$ cat src/rtl/image_four2three_unpack.sv
// image_four2three_unpack: drains a 4-byte/pixel FIFO in bursts, drops byte 3,
// emits 24-bit pixels. IMAGE_F2T_SWAP_RB_EN reverses the channel order.
module image_four2three_unpack #(
  parameter int WIDTH     = 8,
  parameter int ADDR_BITS = 10,
  parameter int BURST     = 64,
  parameter int PIX_BITS  = 20
) (
  input  logic                clk,
  input  logic                rst,
  input  logic                start,
  input  logic [PIX_BITS-1:0] pixel_total,
  input  logic [WIDTH-1:0]    fifo_dout,
  input  logic                fifo_M_Valid,
  output logic                fifo_rd_en,
  output logic [ADDR_BITS:0]  M_Count,
  output logic [3*WIDTH-1:0]  pixel_data,
  output logic                pixel_valid,
  input  logic                pixel_ready,
  output logic                busy,
  output logic                done
);

  localparam int MW = ADDR_BITS + 1;
  localparam int PW = 3 * WIDTH;
  localparam logic [PIX_BITS-1:0] BURST_P = PIX_BITS'(BURST);
  localparam logic [MW-1:0] MC_RST = MW'(4 * BURST);

  typedef enum logic [2:0] {
    S_IDLE,
    S_WAIT,
    S_READ,
    S_SETTLE,
    S_FLUSH
  } state_t;

  function automatic logic [PIX_BITS-1:0] clip_burst(
    input logic [PIX_BITS-1:0] rem
  );
    return (rem < BURST_P) ? rem : BURST_P;
  endfunction

  function automatic logic [MW-1:0] bytes_of(
    input logic [PIX_BITS-1:0] n
  );
    logic [PIX_BITS+1:0] b;
    b = {n, 2'b00};
    return MW'(b);
  endfunction

  state_t              state_q, state_d;
  logic [PIX_BITS-1:0] remaining_q, remaining_d;
  logic [PIX_BITS-1:0] burst_len_q, burst_len_d;
  logic [PIX_BITS-1:0] pix_iss_q, pix_iss_d;
  logic [PIX_BITS-1:0] rem_next;
  logic [MW-1:0]       m_count_q, m_count_d;
  logic [1:0]          hold_q, hold_d;
  logic [1:0]          lane_iss_q, lane_iss_d;
  logic [2:0]          inflight_q, inflight_d;
  logic                zero_done_q, zero_done_d;
  logic                rd_dly_q, rd_dly_d;
  logic [1:0]          lane_cap_q, lane_cap_d;
  logic [WIDTH-1:0]    b0_q, b0_d;
  logic [WIDTH-1:0]    b1_q, b1_d;
  logic [WIDTH-1:0]    b2_q, b2_d;
  logic [PW-1:0]       buf_q [4];
  logic [PW-1:0]       buf_d [4];
  logic [1:0]          wr_ptr_q, wr_ptr_d;
  logic [1:0]          rd_ptr_q, rd_ptr_d;
  logic [2:0]          cnt_q, cnt_d;

  logic          rd_en;
  logic          grp_start;
  logic          flush_done;
  logic          credit_ok;
  logic          push;
  logic          pop;
  logic [PW-1:0] pix_packed;

`ifdef IMAGE_F2T_SWAP_RB_EN
  assign pix_packed = {b0_q, b1_q, b2_q};
`else
  assign pix_packed = {b2_q, b1_q, b0_q};
`endif

  assign fifo_rd_en  = rd_en;
  assign M_Count     = m_count_q;
  assign pixel_valid = (cnt_q != 3'd0);
  assign pixel_data  = pixel_valid ? buf_q[rd_ptr_q] : '0;
  assign pop         = pixel_valid && pixel_ready;
  assign busy        = (state_q != S_IDLE);
  assign done        = zero_done_q | flush_done;

  // Burst sequencing: threshold, wait, grouped reads, settle, flush
  always_comb begin
    state_d     = state_q;
    remaining_d = remaining_q;
    burst_len_d = burst_len_q;
    m_count_d   = m_count_q;
    pix_iss_d   = pix_iss_q;
    lane_iss_d  = lane_iss_q;
    hold_d      = hold_q;
    zero_done_d = 1'b0;
    rd_en       = 1'b0;
    grp_start   = 1'b0;
    flush_done  = 1'b0;
    rem_next    = remaining_q - burst_len_q;
    credit_ok   = ({1'b0, cnt_q} + {1'b0, inflight_q}) < 4'd4;
    unique case (state_q)
      S_IDLE: begin
        if (start) begin
          if (pixel_total == '0) begin
            zero_done_d = 1'b1;
          end else begin
            remaining_d = pixel_total;
            burst_len_d = clip_burst(pixel_total);
            m_count_d   = bytes_of(clip_burst(pixel_total));
            pix_iss_d   = '0;
            lane_iss_d  = 2'd0;
            hold_d      = 2'd2;
            state_d     = S_WAIT;
          end
        end
      end
      S_WAIT: begin
        if (hold_q != 2'd0) begin
          hold_d = hold_q - 2'd1;
        end else if (fifo_M_Valid) begin
          state_d = S_READ;
        end
      end
      S_READ: begin
        if (lane_iss_q != 2'd0) begin
          rd_en = 1'b1;
        end else if (pix_iss_q != burst_len_q && credit_ok) begin
          rd_en     = 1'b1;
          grp_start = 1'b1;
        end
        if (rd_en) begin
          lane_iss_d = lane_iss_q + 2'd1;
          if (lane_iss_q == 2'd3) begin
            pix_iss_d = pix_iss_q + PIX_BITS'(1);
            if (pix_iss_d == burst_len_q) begin
              pix_iss_d   = '0;
              remaining_d = rem_next;
              if (rem_next != '0) begin
                burst_len_d = clip_burst(rem_next);
                m_count_d   = bytes_of(clip_burst(rem_next));
                hold_d      = 2'd1;
                state_d     = S_SETTLE;
              end else begin
                state_d = S_FLUSH;
              end
            end
          end
        end
      end
      S_SETTLE: begin
        if (hold_q == 2'd0) begin
          state_d = S_WAIT;
        end else begin
          hold_d = hold_q - 2'd1;
        end
      end
      S_FLUSH: begin
        if (cnt_q == 3'd0 && inflight_q == 3'd0) begin
          flush_done = 1'b1;
          state_d    = S_IDLE;
        end
      end
      default: state_d = S_IDLE;
    endcase
  end

  // Byte capture: lanes 0..2 stored, lane 3 completes the pixel
  always_comb begin
    rd_dly_d   = rd_en;
    lane_cap_d = lane_cap_q;
    b0_d       = b0_q;
    b1_d       = b1_q;
    b2_d       = b2_q;
    push       = 1'b0;
    if (rd_dly_q) begin
      lane_cap_d = lane_cap_q + 2'd1;
      case (lane_cap_q)
        2'd0:    b0_d = fifo_dout;
        2'd1:    b1_d = fifo_dout;
        2'd2:    b2_d = fifo_dout;
        default: push = 1'b1;
      endcase
    end
  end

  // Output buffer and in-flight credit tracking
  always_comb begin
    buf_d      = buf_q;
    wr_ptr_d   = wr_ptr_q;
    rd_ptr_d   = rd_ptr_q;
    cnt_d      = cnt_q;
    inflight_d = inflight_q;
    if (push) begin
      buf_d[wr_ptr_q] = pix_packed;
      wr_ptr_d        = wr_ptr_q + 2'd1;
    end
    if (pop) begin
      rd_ptr_d = rd_ptr_q + 2'd1;
    end
    case ({push, pop})
      2'b10:   cnt_d = cnt_q + 3'd1;
      2'b01:   cnt_d = cnt_q - 3'd1;
      default: cnt_d = cnt_q;
    endcase
    case ({grp_start, push})
      2'b10:   inflight_d = inflight_q + 3'd1;
      2'b01:   inflight_d = inflight_q - 3'd1;
      default: inflight_d = inflight_q;
    endcase
  end

  // State registers with synchronous reset
  always_ff @(posedge clk) begin
    if (rst) begin
      state_q     <= S_IDLE;
      remaining_q <= '0;
      burst_len_q <= '0;
      pix_iss_q   <= '0;
      m_count_q   <= MC_RST;
      hold_q      <= 2'd0;
      lane_iss_q  <= 2'd0;
      inflight_q  <= 3'd0;
      zero_done_q <= 1'b0;
      rd_dly_q    <= 1'b0;
      lane_cap_q  <= 2'd0;
      b0_q        <= '0;
      b1_q        <= '0;
      b2_q        <= '0;
      for (int i = 0; i < 4; i++) begin
        buf_q[i] <= '0;
      end
      wr_ptr_q    <= 2'd0;
      rd_ptr_q    <= 2'd0;
      cnt_q       <= 3'd0;
    end else begin
      state_q     <= state_d;
      remaining_q <= remaining_d;
      burst_len_q <= burst_len_d;
      pix_iss_q   <= pix_iss_d;
      m_count_q   <= m_count_d;
      hold_q      <= hold_d;
      lane_iss_q  <= lane_iss_d;
      inflight_q  <= inflight_d;
      zero_done_q <= zero_done_d;
      rd_dly_q    <= rd_dly_d;
      lane_cap_q  <= lane_cap_d;
      b0_q        <= b0_d;
      b1_q        <= b1_d;
      b2_q        <= b2_d;
      buf_q       <= buf_d;
      wr_ptr_q    <= wr_ptr_d;
      rd_ptr_q    <= rd_ptr_d;
      cnt_q       <= cnt_d;
    end
  end

endmodule

$ cat config.mk
export PLATFORM = sky130hd
export DESIGN_NAME = image_four2three_unpack
export DESIGN_NICKNAME = d
export VERILOG_FILES = /design/src/rtl/image_four2three_unpack.sv
export SDC_FILE = /design/constraint.sdc
export NUM_CORES = 1
export LEC_CHECK = 0
export CAP_MARGIN = 15
export CORE_MARGIN = 2
export CORE_UTILIZATION = 64
export DETAILED_ROUTE_END_ITERATION = 10
export GPL_TIMING_DRIVEN = 0
export PLACE_DENSITY = 0.91
export SYNTH_ARGS = -nofsm -noshare
export SYNTH_HDL_FRONTEND = slang
export SYNTH_SLANG_ARGS = --single-unit
$ cat constraint.sdc
create_clock -name clk -period 7.1 [get_ports clk]
set_clock_uncertainty 0.2 [all_clocks]
set_input_delay 1.42 -clock clk [delete_from_list [all_inputs] [get_ports clk]]
set_output_delay 1.42 -clock clk [all_outputs]
set_load 0.03 [all_outputs]
# After elaboration in Yosys (flattened, before gate mapping)
# Index checks and enable logic that the tools add are counted.
# classes
n_bitwise	5
n_mux	72
n_reduce_logical	30
addsub	12
n_eq_ne	25
magnitude_cmp	6
# op_table
operator	count
two-way mux 20 bit	18
case mux 20 bit (2 select lines)	3
bitwise mux 96 bit	1
two-way mux 24 bit	4
two-way mux 11 bit	6
binary-select mux 24 bit (select 2 bit)	1
demux 24 bit (select 2 bit)	1
< comparator 20 x 7 -> 1 bit (second input constant)	2
two-way mux 3 bit	10
inequality test 2 bit (second input constant)	12
two-way mux 2 bit	11
case mux 11 bit (2 select lines)	1
adder 20 x 1 -> 20 bit (second input constant)	1
equality test 20 bit	1
logical NOT 20 bit	1
inequality test 20 bit	1
nonzero test 20 bit	1
subtractor 20 bit	1
AND reduction 9 bit	2
case mux 3 bit (5 select lines)	1
case mux 3 bit (2 select lines)	2
two-way mux 1 bit	11
nonzero test 2 bit	5
logical NOT 3 bit	3
other kinds (28)	50
# word_totals
reg_bits	212
out_inout_bits	39
word_cells	171

# Depth between registers and ports, before layout
# depth
ltp_word	8
depth_mapped	13
depth_no_buf	12

# Worst setup path after synthesis
# No wires, ideal clock.
# synth_timing
path_kind	flip-flop to output port
startpoint	register rd_ptr_q[0]
endpoint	output port pixel_data[10]
stages_incl_launch_ff	5
setup_slack_ns	3.432
arrival_time_ns	2.048
required_ns	5.480
n_path_buf	2
cell_sequence	dfxtp_1 -> clkbuf_1 -> buf_1 -> mux4_2 -> and2_1
# synth_via
elab_chain_cells	5
# synth_lines
element	line	source
start: declaration	69	logic [1:0] rd_ptr_q, rd_ptr_d;
start signal: assignment	260	rd_ptr_q <= rd_ptr_d;
inverter 2 -> 3 bit (not written as such)	89	assign pixel_data = pixel_valid ? buf_q[rd_ptr_q] : '0;
binary-select mux 24 bit (select 2 bit)	89	
two-way mux 24 bit (not written as such) (2 in series)	89	
two-way mux 24 bit	89	
end: declaration	17	output logic [3*WIDTH-1:0] pixel_data,
# No other way between the ends. The select of a mux whose other input is x is not followed.

# Final worst setup path
# layout_timing
startpoint	register rd_ptr_q[0]
endpoint	output port pixel_data[5]
# Same word-level chain as after synthesis.

==> impl_metrics.py <==
metrics = {
    "clock_network": {
        "cts_buffers": 22,
        "cts.sinks": 202,
        "cts_tree": "done",
        "clk_latency_ns": 0.52,
        "root_buffer": "clkbuf_16",
        "clk_path_buf_depth": 3,
        "clk_pin_slew_ns": 0.06,
        "post_cts_buffers": 0,
        "cts_htree_levels": 1,
        "cts_hold_buf": 0,
        "cts_resized": 0,
    },
    "critical_path": {
        "cp_top_family": "buffers and inverters",
        "crit_path_start_kind": "register",
        "cpPeakStageDelay_ns": 0.85,
        "r2r-end": "burst_len_q[17]",
        "reg2reg_slack_ns": 2.77,
        "cp_cell_sequence": "clkbuf_1 > buf_1 > mux4_2 > and2_1 > clkdlybuf4s50_1",
        "critPathRequiredTime_ns": 5.48,
        "worst-r2r-cell-count": 13,
        "worstPathArrival_ns": 3.50,
        "cp_slowest_cell": "buf_1",
        "critPathBufInv": 3,
        "cp-end-kind": "output port",
        "critical_path_class": "reg -> out",
        "reg2reg_from": "burst_len_q[7]",
        "cp_max_fo": 10,
    },
    "pwr": {
        "power_w": 0.00416,
        "clkPwrFrac": 0.266,
        "leakagePower_nw": 4.49,
        "ir_drop_mv": 0.268,
        "seq_power_share": 0.304,
        "power.switching_w": 0.00164,
        "p_sw_frac": 0.394,
        "p_int_w": 0.00252,
        "power_frac_comb": 0.430,
        "power_density_mw_per_mm2": 332,
    },
    "place": {
        "portBuffers": 69,
        "gp_congestion": 0.945,
        "pre_cts_ws_ns": 2.45,
        "place_area_mm2": 0.0118,
        "hpwl_um": 21300,
    },
    "sta": {
        "tns_ns": 0,
        "setup_viol": 0,
        "tightest_slew_ns": 1.06,
        "fmax_ghz": 0.195,
        "worst_hold_slack_ns": 0.254,
        "period_needed_ns": 5.12,
        "rsz0062_at_grt": "no",
        "min_period_over_period": 0.721,
        "finalHoldViolCount": 0,
        "slew_headroom": 0.295,
        "maxSlewViolCount": 0,
        "setup_ws_ns": 1.98,
    },
    "global_route": {
        "met1_usage": 0.391,
        "grt_overflow_total": 0,
        "antenna_found_initial": 0,
        "met2_usage": 0.598,
        "grt_max_degree": 15,
        "grt_pass1_wl_um": 48600,
        "use_met3": 0.0510,
        "grt.busiest_layer": "met2",
        "grtUsageTotal": 0.333,
        "grt_pass1_vias": 9826,
    },
    "floorplan": {
        "die_w_um": 134,
        "core_mm2": 0.0166,
        "fp.dieArea_mm2": 0.0180,
        "die_h_um": 134,
        "start_util": 0.656,
        "rows": 47,
        "num_io_pins": 72,
    },
    "synth": {
        "syn_avg_cell_area_um2": 8.12,
        "postSynth.asyncResetShare": 0,
        "synth.ff_latch_count": 202,
        "synth_edf_count": 0,
        "yosysWarnings": 0,
        "postSynthCellCount": 1339,
        "seq_area_frac_synth": 0.372,
        "ys_types": 81,
        "netlist_area_mm2": 0.0109,
        "synthFlopType": "dfxtp_1",
    },
    "drt": {
        "avgRoutedWirePerCell_um": 18.1,
        "drc": 0,
        "drtIter0Drc": 920,
        "routed_via_density": 6.11,
        "num_vias": 10171,
        "detail-route-antenna-nets": 0,
        "routed_wirelength_um": 30100,
        "first_pass_iters": 5,
    },
    "finish": {
        "drive_above_1_share": 0.0747,
        "multiInputGateArea_mm2": 0.00622,
        "fillers": 1214,
        "final_design_area_no_fill_mm2": 0.0125,
        "seq_area_mm2": 0.00404,
        "syn2layout_area_growth_pct": 15.2,
        "antenna_cells": 0,
        "layout_common_cells": "nand2_1 (285), dfxtp_1 (202), a21oi_1 (169), nor2_1 (71), clkdlybuf4s50_1 (69)",
        "nNetsFinal": 1504,
        "layout_commonest_cell": "nand2_1",
    },
    "worst_hold_path": {
        "hold_class": "reg -> reg",
        "worstHoldStart": "buf_q[76]",
        "whs_endpoint": "buf_q[76]",
        "min_path_cells": 2,
    },
    "flow_run": {
        "max_cap_violations": 0,
    },
    "status": {
        "status": "finished clean",
    },
}
-- stage by stage --
step,util,std cells
floorplan,-,1340
global route,0.755,1666
CTS,0.755,1666
detailed placement,0.714,1629
global placement,0.714,1629
finish,0.755,1666
-- power by group through the flow --
| stage | clock network [W] | logic [W] | registers (W) |
|---|---|---|---|
| finish | 0.00111 | 0.00179 | 0.00126 |
| global placement | 0 | 0.00167 | 0.00128 |
| CTS | 0.00111 | 0.00174 | 0.00126 |
| floorplan | 0 | 0.00133 | 0.00127 |
| global route | 0.00116 | 0.00193 | 0.00127 |
| detailed placement | 0 | 0.00171 | 0.00128 |
-- cell usage after synthesis (all sizes together), types with 21 or more instances --
master | n | share of area
dfxtp | 202 | 0.37
nor3 | 21 | 0.010
buf | 38 | 0.021
nand3 | 40 | 0.019
a21oi | 169 | 0.078
nor2 | 72 | 0.025
and2 | 47 | 0.027
mux4 | 24 | 0.050
clkbuf | 55 | 0.019
inv | 46 | 0.016
xor2 | 35 | 0.028
o21ai | 51 | 0.023
nand2 | 286 | 0.099
xnor2 | 36 | 0.029
ha | 35 | 0.040
-- registers in the layout, summed over array words and instances, names as in the netlist --
register and flops:
buf_q 96, hold_q 2, burst_len_q 20, zero_done_q 1, remaining_q 20, b1_q 8
state_q 3, lane_cap_q 2, b2_q 8, cnt_q 3, b0_q 8, inflight_q 3
wr_ptr_q 2, rd_dly_q 1, rd_ptr_q 2, lane_iss_q 2, pix_iss_q 20, M_Count 1
-- worst register-to-register path: stages, from the launching register on --
cell and delay (ns):
dfxtp_1 0.47, inv_1 0.20, ha_1 0.32, buf_2 0.17, a21oi_1 0.23, a21boi_1 0.26
a31oi_1 0.13, a21oi_1 0.25, xor2_1 0.25, or4b_1 0.52, nand4bb_1 0.35, o31ai_4 0.57
buf_6 0.21, and2_1 0.13
-- how the worst max path moves through the flow --
stage | from | to | slack, ns | depth (start not counted)
2_1_floorplan | rd_ptr_q[0] | pixel_data[10] | 3.43 | 4
4_1_cts | rd_ptr_q[0] | pixel_data[5] | 1.97 | 5
6_report | rd_ptr_q[0] | pixel_data[5] | 1.98 | 5
5_1_grt | rd_ptr_q[0] | pixel_data[5] | 1.83 | 5
3_5_place_dp | pixel_total[7] | remaining_q[10] | 2.45 | 11
3_3_place_gp | pixel_total[7] | remaining_q[12] | 2.51 | 11
-- routing by layer --
metal | part of all wire | vias up
met1 | 0.38 | 4780
met2 | 0.50 | 479
met3 | 0.078 | 106
li1 | - | 4806
met4 | 0.042 | 0
met5 | 0 | -
-- cell type report --
| type | count | share of cell area |
|---|---|---|
| Timing Repair Buffer | 69 | 0.0551 |
| Clock buffer | 29 | 0.0476 |
| Sequential cell | 202 | 0.323 |
| Multi-Input combinational cell | 998 | 0.497 |
| Buffer | 93 | 0.0344 |
| Tap cell | 220 | 0.0220 |
| Clock inverter | 8 | 0.00699 |
| Inverter | 47 | 0.0141 |
-- cell families after synthesis --
kind of cell | share of synthesized area
compound gates | 0.163
xor+xnor | 0.0572
simple gates | 0.239
mux | 0.0672
fa+ha+maj | 0.0458
other cells | 0.000345
buf+inv | 0.0558
flops | 0.372
Power figures use the tool's default switching activity.
